**src/rtl/serial_pkg.sv**
```systemverilog
// Shared definitions for the bit-serial adder/subtractor controller.
package serial_pkg;

    localparam int unsigned WIDTH_DEFAULT = 8;

    typedef enum logic [1:0] {
        IDLE  = 2'b00,
        SHIFT = 2'b01,
        DONE  = 2'b10
    } state_t;

endpackage

```
**src/rtl/fa_cell.sv**
```systemverilog
// One-bit full adder; the only arithmetic element of the serial datapath.
module fa_cell (
    input  logic a,
    input  logic b,
    input  logic cin,
    output logic s,
    output logic c
);

    // Sum and carry of a single bit position
    assign s = a ^ b ^ cin;
    assign c = (a & b) | (cin & (a ^ b));

endmodule

```
**src/rtl/serial_add_ctrl.sv**
```systemverilog
// Bit-serial add/subtract controller: one result bit per clock, LSB first.
module serial_add_ctrl
    import serial_pkg::*;
#(
    parameter int unsigned WIDTH = WIDTH_DEFAULT
) (
    input  logic             clk,
    input  logic             rst,
    input  logic             start,
    input  logic             sub,
    input  logic [WIDTH-1:0] a,
    input  logic [WIDTH-1:0] b,
    output logic             busy,
    output logic             done,
    output logic [WIDTH-1:0] sum,
    output logic             cout,
    output logic             ovf
);

    // One extra bit so the terminal count WIDTH-1 never wraps
    localparam int unsigned CW = $clog2(WIDTH) + 1;

    state_t           state;
    logic [WIDTH-1:0] a_sr;
    logic [WIDTH-1:0] b_sr;
    logic [WIDTH-1:0] res_sr;
    logic             sub_q;
    logic             carry;
    logic [CW-1:0]    cnt;

    logic             b_bit;
    logic             fa_s;
    logic             fa_c;

    // Subtraction is a + ~b + 1: invert B per bit, the +1 comes from the preloaded carry
    assign b_bit = b_sr[0] ^ sub_q;

    fa_cell u_fa (
        .a   (a_sr[0]),
        .b   (b_bit),
        .cin (carry),
        .s   (fa_s),
        .c   (fa_c)
    );

    // FSM, shift registers, carry flop, counter and registered outputs
    always_ff @(posedge clk) begin
        if (rst) begin
            state  <= IDLE;
            a_sr   <= '0;
            b_sr   <= '0;
            res_sr <= '0;
            sub_q  <= 1'b0;
            carry  <= 1'b0;
            cnt    <= '0;
            busy   <= 1'b0;
            done   <= 1'b0;
            sum    <= '0;
            cout   <= 1'b0;
            ovf    <= 1'b0;
        end else begin
            case (state)
                IDLE: begin
                    done <= 1'b0;
                    if (start) begin
                        a_sr  <= a;
                        b_sr  <= b;
                        sub_q <= sub;
                        carry <= sub;
                        cnt   <= '0;
                        busy  <= 1'b1;
                        state <= SHIFT;
                    end
                end
                SHIFT: begin
                    a_sr   <= {1'b0, a_sr[WIDTH-1:1]};
                    b_sr   <= {1'b0, b_sr[WIDTH-1:1]};
                    res_sr <= {fa_s, res_sr[WIDTH-1:1]};
                    carry  <= fa_c;
                    cnt    <= cnt + CW'(1);
                    if (cnt == CW'(WIDTH - 1)) begin
                        // carry still holds the carry into the MSB here
                        sum   <= {fa_s, res_sr[WIDTH-1:1]};
                        cout  <= fa_c;
                        ovf   <= carry ^ fa_c;
                        busy  <= 1'b0;
                        done  <= 1'b1;
                        state <= DONE;
                    end
                end
                DONE: begin
                    done  <= 1'b0;
                    state <= IDLE;
                end
                default: begin
                    busy  <= 1'b0;
                    done  <= 1'b0;
                    state <= IDLE;
                end
            endcase
        end
    end

endmodule
```
**config.mk**
```make
export PLATFORM = sky130hd
export DESIGN_NAME = serial_add_ctrl
export DESIGN_NICKNAME = d
export VERILOG_FILES = /design/src/rtl/serial_pkg.sv /design/src/rtl/fa_cell.sv /design/src/rtl/serial_add_ctrl.sv
export SDC_FILE = /design/constraint.sdc
export NUM_CORES = 1
export LEC_CHECK = 0
export BUFFER_PORTS_ARGS = -buffer_cell sky130_fd_sc_hd__buf_2
export CAP_MARGIN = 20
export CORE_MARGIN = 2
export CORE_UTILIZATION = 49
export DETAILED_ROUTE_END_ITERATION = 10
export GPL_TIMING_DRIVEN = 1
export PLACE_DENSITY = 0.81
export SLEW_MARGIN = 15
export SYNTH_ARGS = -nofsm -noshare
export SYNTH_HDL_FRONTEND = slang
export SYNTH_SLANG_ARGS = --single-unit
```
**constraint.sdc**
```tcl
create_clock -name clk -period 1.3 [get_ports clk]
set_clock_uncertainty 0.05 [all_clocks]
set_input_delay 0.195 -clock clk [delete_from_list [all_inputs] [get_ports clk]]
set_output_delay 0.195 -clock clk [all_outputs]
set_load 0.02 [all_outputs]
```
## After elaboration in Yosys (flattened, before gate mapping)

Index checks and enable logic that the tools add are counted.

| cells by class | value |
|---|---|
| $add $sub $neg | 1 |
| $mul | 0 |
| div/mod/pow operators | 0 |
| $lt $le $gt $ge | 0 |
| equality and inequality tests | 5 |
| shift-type cells | 0 |
| multiplexer cells | 14 |
| bitwise logic cells | 9 |
| reduce and logical (&&, ||, !) cells | 8 |

Operator list:

| cell | count |
|---|---|
| $pmux 8 s2 | 2 |
| $mux 8 | 2 |
| $pmux 4 s2 | 1 |
| $reduce_and 2->1 | 4 |
| $add 4x1->4 const B | 1 |
| $eq 4x3->1 const B | 1 |
| $mux 2 | 2 |
| $mux 4 | 1 |
| $ne 2x2->1 const B | 2 |
| $pmux 2 s2 | 1 |
| $xor 1x1->1 | 4 |
| $mux 1 | 3 |
| $pmux 1 s3 | 1 |
| $reduce_and 3->1 | 1 |
| $and 1x1->1 | 2 |
| $eq 2x1->1 const B | 1 |
| $eq 2x2->1 const B | 1 |
| $logic_not 2->1 | 1 |
| $not 1->1 | 2 |
| $pmux 1 s2 | 1 |
| $reduce_bool 2->1 | 1 |
| $reduce_or 2->1 | 1 |
| $or 1x1->1 | 1 |

| storage, ports and cells | value |
|---|---|
| register bits | 44 |
| bits in latches | 0 |
| memory bits (writable) | 0 |
| bits in read-only memories | 0 |
| input bits | 20 |
| output and inout bits | 12 |
| logic and storage cells | 49 |
| memories kept | 0 |

## Logic depth before layout (Yosys ltp)

| depth | value |
|---|---|
| depth in word-level cells | 5 |
| gate-level depth with buffers | 6 |
| gate-level depth less buffers | 5 |

## Hierarchy

A second synthesis with hierarchy kept.

| second synthesis, totals | value |
|---|---|
| cell total of the unflattened synthesis | 215 |
| area total of the unflattened synthesis | 1845.5 µm² |

By module, submodules not included:

| module | instances | cells each | area an instance (µm²) | sequential area each (µm²) |
|---|---|---|---|---|
| serial_add_ctrl | 1 | 214 | 1825.5 | 860.8 |
| fa_cell | 1 | 1 | 20.0 | 0.0 |

## Worst setup path after synthesis

No wires, ideal clock.

| timing | value |
|---|---|
| kind | reg-to-reg |
| start point | register carry |
| end point | register carry |
| library setup time | 58 ps |
| arrival | 1255 ps |
| required time | 1192 ps |
| slack | -63 ps |
| cell stages (with the launch flop) | 5 |
| path buffers | 0 |
| clock period less this slack | 1363 ps |
| cells stage by stage | dfxtp_1 inv_1 fa_1 a221oi_1 o21a_1 |

| on the way | value |
|---|---|
| cells in the longest elaborated chain, start to end | 3 |

Ends and longest elaborated chain:

| what | line | text |
|---|---|---|
| start, declared | serial_add_ctrl.sv:28 | `logic carry;` |
| start signal, assigned | serial_add_ctrl.sv:69 | `carry <= sub;` |
| $and 1x1->1 | fa_cell.sv:12 | `assign c = (a & b) \| (cin & (a ^ b));` |
| $or 1x1->1 | fa_cell.sv:12 |  |
| $pmux 1 s2 | serial_add_ctrl.sv:62 | `case (state)` |

No other way between the ends.
A chain may end at the register's enable or synchronous reset.

## Worst setup path in the final report

| timing | value |
|---|---|
| start point | register sub_q |
| end point | register ovf |

| on the way | value |
|---|---|
| cells in the longest elaborated chain, start to end | 5 |
| elaborated cells between the ends (all ways) | 6 |
| classes of those cells | bitwise: 6 |

Ends and longest elaborated chain:

| what | line | text |
|---|---|---|
| start, declared | serial_add_ctrl.sv:27 | `logic sub_q;` |
| start signal, assigned | serial_add_ctrl.sv:68 | `sub_q <= sub;` |
| $xor 1x1->1 (*) | serial_add_ctrl.sv:36 | `assign b_bit = b_sr[0] ^ sub_q;` |
| $xor 1x1->1 | fa_cell.sv:12 |  |
| $and 1x1->1 | fa_cell.sv:12 |  |
| $or 1x1->1 (*) | fa_cell.sv:12 |  |
| $xor 1x1->1 (*) | serial_add_ctrl.sv:85 | `ovf <= carry ^ fa_c;` |
| end signal, assigned | serial_add_ctrl.sv:85 |  |
| end, declared | serial_add_ctrl.sv:17 | `output logic ovf` |

Mark *: on every way between the ends. The rest lies on a longest branch, timed or not.

==> results.yml <==
finish:
  final_nets: 285
  post-route-cell-area_um2: 2460
  antenna_cells_inserted: 0
  stdcell_count: 311
  area_growth_pct: 30.4
  final_layout_size_suffix_gt1_share_pct: 38.8
synth:
  netlist_top_cells_area: "dfxtp_1, a21oi_1, a211oi_2"
  ys_ff_latch: 43
  post_synth_xor_area_fraction_pct: 0.928
  netlist_area_um2: 1890
  synth_fp_nets: 236
  yosysUniqueCellTypes: 38
  postSynthAreaPerCell_um2: 8.82
  ys_async_sr_fraction_pct: 0
  post_synth_inst_count: 214
  netlist.area_leader.share_pct: 45.6
  post_synth_fa_ha_maj_area_fraction_pct: 1.72
  synth_top_family_by_area: "compound AO/OA/AOI/OAI gates"
  synth.yosys.warnings: 0
  synth_simple_gate_area_share_pct: 17.9
  synth_top_area_cell: "dfxtp_1"
  synth_mux_area_share_pct: 0.530
  synth_ff_type: "dfxtp_1"
  synth_enable_flop_cells: 0
  synth.yosys.seq_area_share_pct: 45.6
  fraction_of_the_mapped_netlist_area_in_compound_gates_pct: 26.7
sta:
  slew_viol_final: 0
  slew_headroom_pct: 85.0
  hold_slack_ps: 101
  period_share_pct: 102
  timing_worst_slew_pin_value_ps: 224
  report.final.hold_viol_count: 0
  grt_setup_unrepaired: "yes"
  setup_violations: 4
  setup_slack_ps: -27.5
  max_clock_freq_mhz: 753
  timing.final.crit_period_ps: 1330
place:
  placement.setup.worst_slack_ps: -48.2
  detailedPlacementHpwl_um: 2730
  numPlacedInstances: 298
  port_buffers: 31
  finalWeightedCongestion: 0.843
  detailed_place.area_um2: 2220
outcome:
  outcome: "finished with violations"
  violated_checks: "setup timing"
routing:
  via_per_inst: 5.48
  drtAntennaViolNets: 0
  dr.first_iter.drc_count: 114
  via_count: 1704
  detailedRoute.firstPassIterationCount: 4
  routedWlPerCell_um: 13.8
  detail_route.wirelength_um: 4300
  drcViolationCount: 0
worst_setup_path:
  critical_path.startpoint_type: "register"
  worstPathArrival_ps: 1500
  timing.critical_path.to_type: "register"
  cpLargestDelayFamily: "adder cells"
  worst-endpoint-required_ps: 1480
  reg2reg_setup_slack_ps: -30
  path_cells: "xnor2_2 -> fa_2 -> xnor2_1 -> nand3_1 -> a21oi_1"
  cp_num_buf_inv: 0
  critPathSlowestCell: "fa_2"
  critPathMaxFanout: 3
  critical-path-max-stage-delay_ps: 380
  worstSetupPathType: "register to register"
global_routing:
  grt_start_max_net_pins: 24
  initial_antenna_violation_count: 0
  grt_usage_pct: 20.5
  grt_pass1_wl_um: 6930
  global_route.overflow_total: 0
  first_global_vias: 1618
floorplanning:
  die-height_um: 66.1
  io_pins: 32
  floorplan.core_area_um2: 3690
  die-area_um2: 4370
  die_w_um: 66.1
  fp-row-count: 22
  floorplan.initialDensity_pct: 51.2
clocking:
  cts_buffer_depth: 2
  path_clk_slew_ps: 80
  htree_levels: 2
  cts_tree: "yes"
  tritoncts.num_buffers: 5
  cts-hold-fix-buffers: 0
  cts_root_buf: "clkbuf_8"
  clock_sink_count: 43
  insertion_delay_of_the_later_clocked_pin_in_the_worst_skew_pair_ps: 290
hold_path:
  hold_path_class: "primary input to register"
pwr:
  leakage_nw: 0.999
  netSwitchingPower_uw: 696
  sw_frac_of_total_pct: 25.6
  ir_worst_vdd_uv: 796
  cellInternalPower_mw: 2.02
  power.share.clock_pct: 30.8
  power.density_nw_per_um2: 1100
  p_comb_share_pct: 17.1
  seqPwrFrac_pct: 52.2
flow_run:
  max-cap-violations: 0
[through the flow]
| stage | TNS [ps] | utilization, % | power, mW |
|---|---|---|---|
| after floorplan | 0 | - | 1.71 |
| after global placement | -38.4 | 60.3 | 1.84 |
| after detailed placement | -307 | 60.3 | 1.85 |
| after CTS | -106 | 63.6 | 2.69 |
| after global routing | -443 | 66.7 | 2.84 |
| final | -68.1 | 66.7 | 2.72 |
[cells by family after synthesis]
family | after synthesis
simple gates | 75
compound gates | 71
flops | 43
buf+inv | 20
xor+xnor | 2
fa+ha+maj | 2
mux | 1
[final timing paths]
kind / from / endpoint / depth (start not counted)
worst max-delay path: sub_q / ovf / 5
worst min-delay path: b[2] / b_sr[2] / 3
worst max register to register: sub_q / ovf / 5
worst min register to register: res_sr[1] / res_sr[1] / 2
[state kept, by name (all words and copies together), names as in the netlist, 2 cells and up]
signal / flops
cnt: 4
a_sr: 8
sum: 8
b_sr: 8
res_sr: 7
state: 2
[power by group through the flow]
stage | sequential, mW | combinational [mW] | clock (mW)
final | 1.42 | 0.463 | 0.835
after global routing | 1.42 | 0.509 | 0.910
after CTS | 1.41 | 0.423 | 0.857
after detailed placement | 1.44 | 0.408 | 0
after global placement | 1.44 | 0.401 | 0
after floorplan | 1.44 | 0.273 | 0
[tightest hold or removal path: stages]
cell	delay, ps
buf_2	100
nand2_1	50
a211oi_1	50
[final cells by class]
class	count	area [um^2]
fill	291	1230
multi-input combinational	151	960
sequential	43	875
timing repair buffer	60	472
clock buffer	6	82.6
tap	48	60.1
inverter	2	7.51
clock inverter	1	5.00
[placed cells by master, fill, tap and decap left out, drive strengths merged, types with 2 or more instances in the layout]
cell type / Yosys / final
dfxtp: 43 / 43
o21a: 2 / 2
a211oi: 18 / 18
nor2: 22 / 22
a21oi: 34 / 34
a221oi: 2 / 2
clkbuf: 4 / 7
o22ai: 2 / 2
nor3: 4 / 4
nand2: 29 / 29
xnor2: 2 / 2
o21ai: 8 / 8
nand3: 10 / 10
inv: 2 / 2
buf: 14 / 59
nor2b: 3 / 3
[cell usage after synthesis (2+ instances only)]
cell,instances
buf_6,2
inv_1,2
xnor2_1,2
nor2_1,22
buf_4,4
nand2_1,29
o22ai_1,2
a211oi_1,7
a211oi_2,11
nor2b_1,3
a21oi_1,34
nand3_1,10
nor3_1,4
dfxtp_1,43
o21a_1,2
buf_2,6
o21ai_0,8
clkbuf_1,3
[repair_timing]
action                     CTS  global route
cloned                       0             1
pin swaps                    1             7
gates resized for setup     11            21
setup endpoints to repair   15            30
buffers inserted             0             5
[layer usage]
metal	wire length, um	GRT usage [%]
met1	1890	26.3
met2	2160	34.1
met5	0	0
met3	182	3.75
met4	67	8.16
No activity file was read; power rests on OpenSTA's default activity.
